### src/rtl/llnn_infer_seq.sv
// Sequencer between the register block and the LLNN core: snapshots the image on start,
// waits the core latency, and queues {class, tag} results in a small FWFT FIFO.
module llnn_infer_seq #(
  parameter int NET_INPUTS  = 400,
  parameter int NET_OUTPUTS = 4,
  parameter int LATENCY     = 2,
  parameter int FIFO_DEPTH  = 4,
  parameter int TAG_W       = 8
) (
  input  logic                          ACLK,
  input  logic                          ARESET,
  input  logic [NET_INPUTS-1:0]         in_data,
  input  logic                          start,
  output logic                          busy,
  output logic                          err_start,
  input  logic                          clr_err,
  output logic [NET_INPUTS-1:0]         core_i,
  input  logic [NET_OUTPUTS-1:0]        core_o,
  output logic                          res_valid,
  input  logic                          res_ready,
  output logic [NET_OUTPUTS-1:0]        res_class,
  output logic [TAG_W-1:0]              res_tag,
  output logic [$clog2(FIFO_DEPTH):0]   res_count,
  output logic [31:0]                   infer_cnt
);
  localparam int CW = (LATENCY > 1) ? $clog2(LATENCY) : 1;
  localparam int PW = $clog2(FIFO_DEPTH);
  localparam int NW = PW + 1;

  typedef enum logic [1:0] {S_IDLE = 2'd0, S_WAIT = 2'd1, S_HOLD = 2'd2} state_t;

  state_t                 state, state_nxt;
  logic [CW-1:0]          wcnt;
  logic [TAG_W-1:0]       tag_cnt, cur_tag;
  logic [NET_OUTPUTS-1:0] cls_mem [FIFO_DEPTH];
  logic [TAG_W-1:0]       tag_mem [FIFO_DEPTH];
  logic [PW-1:0]          rd_ptr, wr_ptr, rd_ptr_nxt;
  logic [NW-1:0]          cnt_after_pop;
  logic [NET_OUTPUTS-1:0] head_cls_nxt;
  logic [TAG_W-1:0]       head_tag_nxt;
  logic                   accept, push, pop, full, push_ok;

  assign res_valid = (res_count != NW'(0));
  assign full      = (res_count == NW'(FIFO_DEPTH));
  assign pop       = res_valid && res_ready;
  assign push_ok   = !full || pop;
  assign busy      = (state != S_IDLE);

  // next-state logic: a start is only accepted from IDLE
  always_comb begin
    state_nxt = state;
    accept    = 1'b0;
    push      = 1'b0;
    case (state)
      S_IDLE: begin
        if (start) begin
          accept    = 1'b1;
          state_nxt = S_WAIT;
        end else begin
          state_nxt = S_IDLE;
        end
      end
      S_WAIT: begin
        if (wcnt == CW'(0)) begin
          if (push_ok) begin
            push      = 1'b1;
            state_nxt = S_IDLE;
          end else begin
            state_nxt = S_HOLD;
          end
        end else begin
          state_nxt = S_WAIT;
        end
      end
      S_HOLD: begin
        if (push_ok) begin
          push      = 1'b1;
          state_nxt = S_IDLE;
        end else begin
          state_nxt = S_HOLD;
        end
      end
      default: state_nxt = S_IDLE;
    endcase
  end

  // control state, snapshot, tags, error flag and completion counter
  always_ff @(posedge ACLK) begin
    if (ARESET) begin
      state     <= S_IDLE;
      core_i    <= '0;
      wcnt      <= '0;
      tag_cnt   <= '0;
      cur_tag   <= '0;
      err_start <= 1'b0;
      infer_cnt <= 32'd0;
    end else begin
      state <= state_nxt;
      if (accept) begin
        core_i  <= in_data;
        cur_tag <= tag_cnt;
        tag_cnt <= tag_cnt + TAG_W'(1);
        wcnt    <= CW'(LATENCY - 1);
      end else if (state == S_WAIT && wcnt != CW'(0)) begin
        wcnt <= wcnt - CW'(1);
      end
      if (push) infer_cnt <= infer_cnt + 32'd1;
      if (start && state != S_IDLE) err_start <= 1'b1;
      else if (clr_err)             err_start <= 1'b0;
    end
  end

  // head after this edge: a push into an otherwise-empty FIFO bypasses the storage
  always_comb begin
    cnt_after_pop = res_count - (pop ? NW'(1) : NW'(0));
    rd_ptr_nxt    = pop ? rd_ptr + PW'(1) : rd_ptr;
    head_cls_nxt  = res_class;
    head_tag_nxt  = res_tag;
    if (push && cnt_after_pop == NW'(0)) begin
      head_cls_nxt = core_o;
      head_tag_nxt = cur_tag;
    end else if (cnt_after_pop != NW'(0)) begin
      head_cls_nxt = cls_mem[rd_ptr_nxt];
      head_tag_nxt = tag_mem[rd_ptr_nxt];
    end else begin
      head_cls_nxt = res_class;
      head_tag_nxt = res_tag;
    end
  end

  // result storage
  always_ff @(posedge ACLK) begin
    if (push) begin
      cls_mem[wr_ptr] <= core_o;
      tag_mem[wr_ptr] <= cur_tag;
    end
  end

  // FIFO pointers, occupancy and registered head
  always_ff @(posedge ACLK) begin
    if (ARESET) begin
      rd_ptr    <= '0;
      wr_ptr    <= '0;
      res_count <= '0;
      res_class <= '0;
      res_tag   <= '0;
    end else begin
      if (push) wr_ptr <= wr_ptr + PW'(1);
      rd_ptr    <= rd_ptr_nxt;
      res_count <= cnt_after_pop + (push ? NW'(1) : NW'(0));
      res_class <= head_cls_nxt;
      res_tag   <= head_tag_nxt;
    end
  end
endmodule

### config.mk
export PLATFORM = sky130hd
export DESIGN_NAME = llnn_infer_seq
export DESIGN_NICKNAME = d
export VERILOG_FILES = /design/src/rtl/llnn_infer_seq.sv
export SDC_FILE = /design/constraint.sdc
export NUM_CORES = 1
export LEC_CHECK = 0
export CAP_MARGIN = 20
export CORE_AREA = 2 2 330 332
export CTS_BUF_LIST = sky130_fd_sc_hd__clkbuf_8
export DETAILED_ROUTE_END_ITERATION = 6
export DIE_AREA = 0 0 332 334
export MAX_ROUTING_LAYER = met4
export PLACE_DENSITY = 0.5
export SLEW_MARGIN = 20
export SYNTH_ARGS = -nofsm -noshare
export SYNTH_HDL_FRONTEND = slang
export SYNTH_SLANG_ARGS = --single-unit
export TNS_END_PERCENT = 5
### constraint.sdc
create_clock -name ACLK -period 3.8 [get_ports ACLK]
set_clock_uncertainty 0.1 [all_clocks]
set_input_delay 0.38 -clock ACLK [delete_from_list [all_inputs] [get_ports ACLK]]
set_output_delay 0.38 -clock ACLK [all_outputs]
set_load 0.01 [all_outputs]
==> results.yml <==
sta:
  rsz0062_at_grt: "no"
  final_max_slew_viol_count: 0
  setup_violations: 0
  max_freq_ghz: 0.358
  tns_ns: 0
  min_period_over_period: 0.736
  slew_headroom: 0.295
  worstMarginPinSlew_ns: 1.06
  hold_viol_final: 0
  period_minus_slack_ns: 2.80
synth:
  synth_edf_count: 48
  ys_warn_count: 0
  yosys_register_bits: 519
  avgSynthCellArea_um2: 8.40
  yosysUniqueCellTypes: 41
  yosysSeqAreaShare: 0.577
  syn_area_mm2: 0.0188
  syn_inst: 2244
  ys.flop_type: "dfxtp_1"
  synth_nets: 2667
  async_flop_share: 0
setup_path:
  crit_fanout: 36
  path_class: "flip-flop to flip-flop"
  startpoint: "res_count[1]"
  reg2reg_to: "res_class[2]"
  arrival_ns: 3.27
  crit_end: "res_class[2]"
  worstPathRequired_ns: 4.28
  r2r_cells: 9
  worstSetupStartpointType: "flip-flop"
  end_kind: "flip-flop"
  regToRegStartpoint: "res_count[1]"
  r2r_slack_ns: 1.00
layout:
  nNetsFinal: 3666
  fillers: 11400
  drive_above_1_share: 0.0608
  area_delta_synth_final_pct: 74.0
  finalNonFillerCells: 4749
cts:
  cts_resized: 0
  postCtsHoldBufs: 170
  cts_buffers: 97
  clock-sinks: 519
  htreeDepth: 3
  clk_pin_slew_ns: 0.06
  clk-insertion-delay-late_ns: 0.72
  postCtsSetupBuffers: 0
  cts_tree: "done"
  clockBufferDepth: 3
  clockRootBuffer: "clkbuf_8"
route:
  wl_um: 87200
  drc: 0
  firstDrtPassIters: 6
  drt.antenna.violating_nets: 0
  routed_via_density: 4.06
  drtIter0Drc: 1054
  vias: 19300
  avgRoutedWirePerCell_um: 18.4
placed_design:
  hpwl_um: 63800
  gp_congestion: 0.810
  place_inst: 4388
  portBuffers: 858
floorplan:
  die-height_um: 334
  die-area_mm2: 0.111
  die_x_um: 332
  io_pins: 859
  fp.coreArea_mm2: 0.108
  start_util: 0.175
  row_count: 121
flow_run:
  maxCapViolCount: 0
power:
  power.density_mw_per_mm2: 449
  leakage_nw: 11.9
  vdd_ir_drop_max_mv: 0.345
global_routing:
  overflow: 0
  grt_pass1_wl_um: 125000
  grt_start_max_net_pins: 104
  groute.usage.overall: 0.154
  grt_pass1_vias: 18800
  antenna_found_initial: 17
run_status:
  status: "complete, no violations"
min_path:
  holdPathStages: 3
  hold_path_class: "primary input to flip-flop"
-- layout by cell type, fill, tap and decap left out, types with 7 or more instances in the layout --
master,synthesis,final
nand3_1,9,9
clkdlybuf4s50_1,0,857
or3_1,9,9
clkbuf_8,0,124
xnor2_1,8,8
dlygate4sd3_1,0,170
mux2i_1,12,12
a21oi_1,435,435
dfxtp_1,471,471
nand4_1,7,7
clkinv_2,0,11
nor2_1,22,22
o31ai_1,15,15
inv_1,42,72
o21ai_0,8,8
buf_12,0,12
nor2b_1,11,11
a2111oi_0,60,60
ha_1,14,14
or4_1,16,16
nand2_1,834,833
diode_2,0,13
buf_4,0,33
edfxtp_1,48,48
-- metrics by stage --
| step | hold WS (ns) | util | instance area, um2 | total power (W) | setup slack, ns |
|---|---|---|---|---|---|
| finish | 0.111 | 0.304 | 32800 | 0.0147 | 1.00 |
| global route | 0.0291 | 0.304 | 32800 | 0.0155 | 0.740 |
| CTS | 0.000562 | 0.304 | 32800 | 0.0150 | 0.998 |
| detailed placement | 0.345 | 0.270 | 29100 | 0.00910 | 0.680 |
| floorplan | 0.344 | - | 18800 | 0.00745 | 0.743 |
| global placement | 0.341 | 0.270 | 29100 | 0.00911 | 0.778 |
-- worst min path at each step --
stage                       from          end
finish              in_data[399]  core_i[399]
floorplan             tag_cnt[7]   cur_tag[7]
global placement      core_i[13]   core_i[13]
detailed placement   core_i[334]  core_i[334]
CTS                 in_data[334]  core_i[334]
global route        in_data[250]  core_i[250]
-- state kept, by name, summed over array words and instances, names as in the netlist, 2 cells and up --
signal	flops
tag_cnt	8
tag_mem	32
res_count	3
core_i	400
rd_ptr	2
infer_cnt	32
state	2
res_tag	8
cls_mem	16
wr_ptr	2
res_class	4
cur_tag	8
-- routing by layer --
metal	GRT usage	wire length, um	vias up
li1	-	-	9511
met1	0.179	36100	9054
met3	0.0609	7710	129
met5	-	0	-
met4	0.0392	1760	0
met2	0.248	41600	608
-- worst max-delay path: stages, from the launching register on --
cell and delay (ns):
dfxtp_1 0.35, or3_1 0.39, and2_1 0.17, ha_1 0.18
ha_1 0.19, xnor2_1 0.20, and3_1 0.19, buf_4 0.30
a2111oi_0 0.11, a2111oi_0 0.47
-- cell families after synthesis --
logic type / after synthesis / share of synthesized area
and+or+nand+nor: 938 / 0.199
AOI/OAI and AO/OA: 525 / 0.155
DFF: 519 / 0.577
buffers and inverters: 216 / 0.0437
muxes: 19 / 0.0106
adders and majority gates: 14 / 0.00929
xor gates and xnor gates: 13 / 0.00604
-- Yosys cell counts (2+ instances only) --
| master | instances | share of area |
|---|---|---|
| edfxtp_1 | 48 | 0.076 |
| mux2_2 | 5 | 0.0030 |
| mux2i_1 | 12 | 0.0064 |
| dfxtp_1 | 471 | 0.50 |
| nor4_1 | 6 | 0.0020 |
| inv_1 | 42 | 0.0084 |
| and2_1 | 7 | 0.0023 |
| or4_1 | 16 | 0.0064 |
| nor3_1 | 4 | 0.0011 |
| o2111ai_1 | 2 | 0.00093 |
| ha_1 | 14 | 0.0093 |
| nor2b_1 | 11 | 0.0037 |
| buf_1 | 22 | 0.0044 |
| o21ai_0 | 8 | 0.0021 |
| or3_1 | 9 | 0.0030 |
| mux2_1 | 2 | 0.0012 |
| xnor2_1 | 8 | 0.0037 |
| nor2_1 | 22 | 0.0044 |
| and3_1 | 6 | 0.0020 |
| nand2_1 | 834 | 0.17 |
| o31ai_1 | 15 | 0.0060 |
| clkbuf_1 | 145 | 0.029 |
| nand4_1 | 7 | 0.0023 |
| a21oi_1 | 435 | 0.12 |
| xor2_1 | 5 | 0.0023 |
| and4_1 | 2 | 0.00093 |
| nand3_1 | 9 | 0.0024 |
| a2111oi_0 | 60 | 0.028 |
| buf_2 | 5 | 0.0013 |
-- cell type report --
| type | instances | area [um2] | share of cell area |
|---|---|---|---|
| inverters | 43 | 161 | 0.00492 |
| flip-flops and latches | 519 | 10900 | 0.331 |
| clock inverters | 54 | 290 | 0.00885 |
| multi-input cells | 1509 | 7190 | 0.219 |
| diodes | 13 | 32.5 | 0.000992 |
| clock buffers | 124 | 1710 | 0.0520 |
| well taps | 1414 | 1770 | 0.0539 |
| repair buffers | 1073 | 10800 | 0.329 |
-- where the power goes --
| group | leakage [nW] | switching [W] | internal, W | total (W) |
|---|---|---|---|---|
| sequential | 4.29 | 0.000213 | 0.00587 | 0.00608 |
| clock | 1.14 | 0.00257 | 0.00301 | 0.00558 |
| combinational | 6.48 | 0.00156 | 0.00151 | 0.00307 |
| total | 11.9 | 0.00434 | 0.0104 | 0.0147 |
Note: power is estimated with default switching activity, not from simulation.
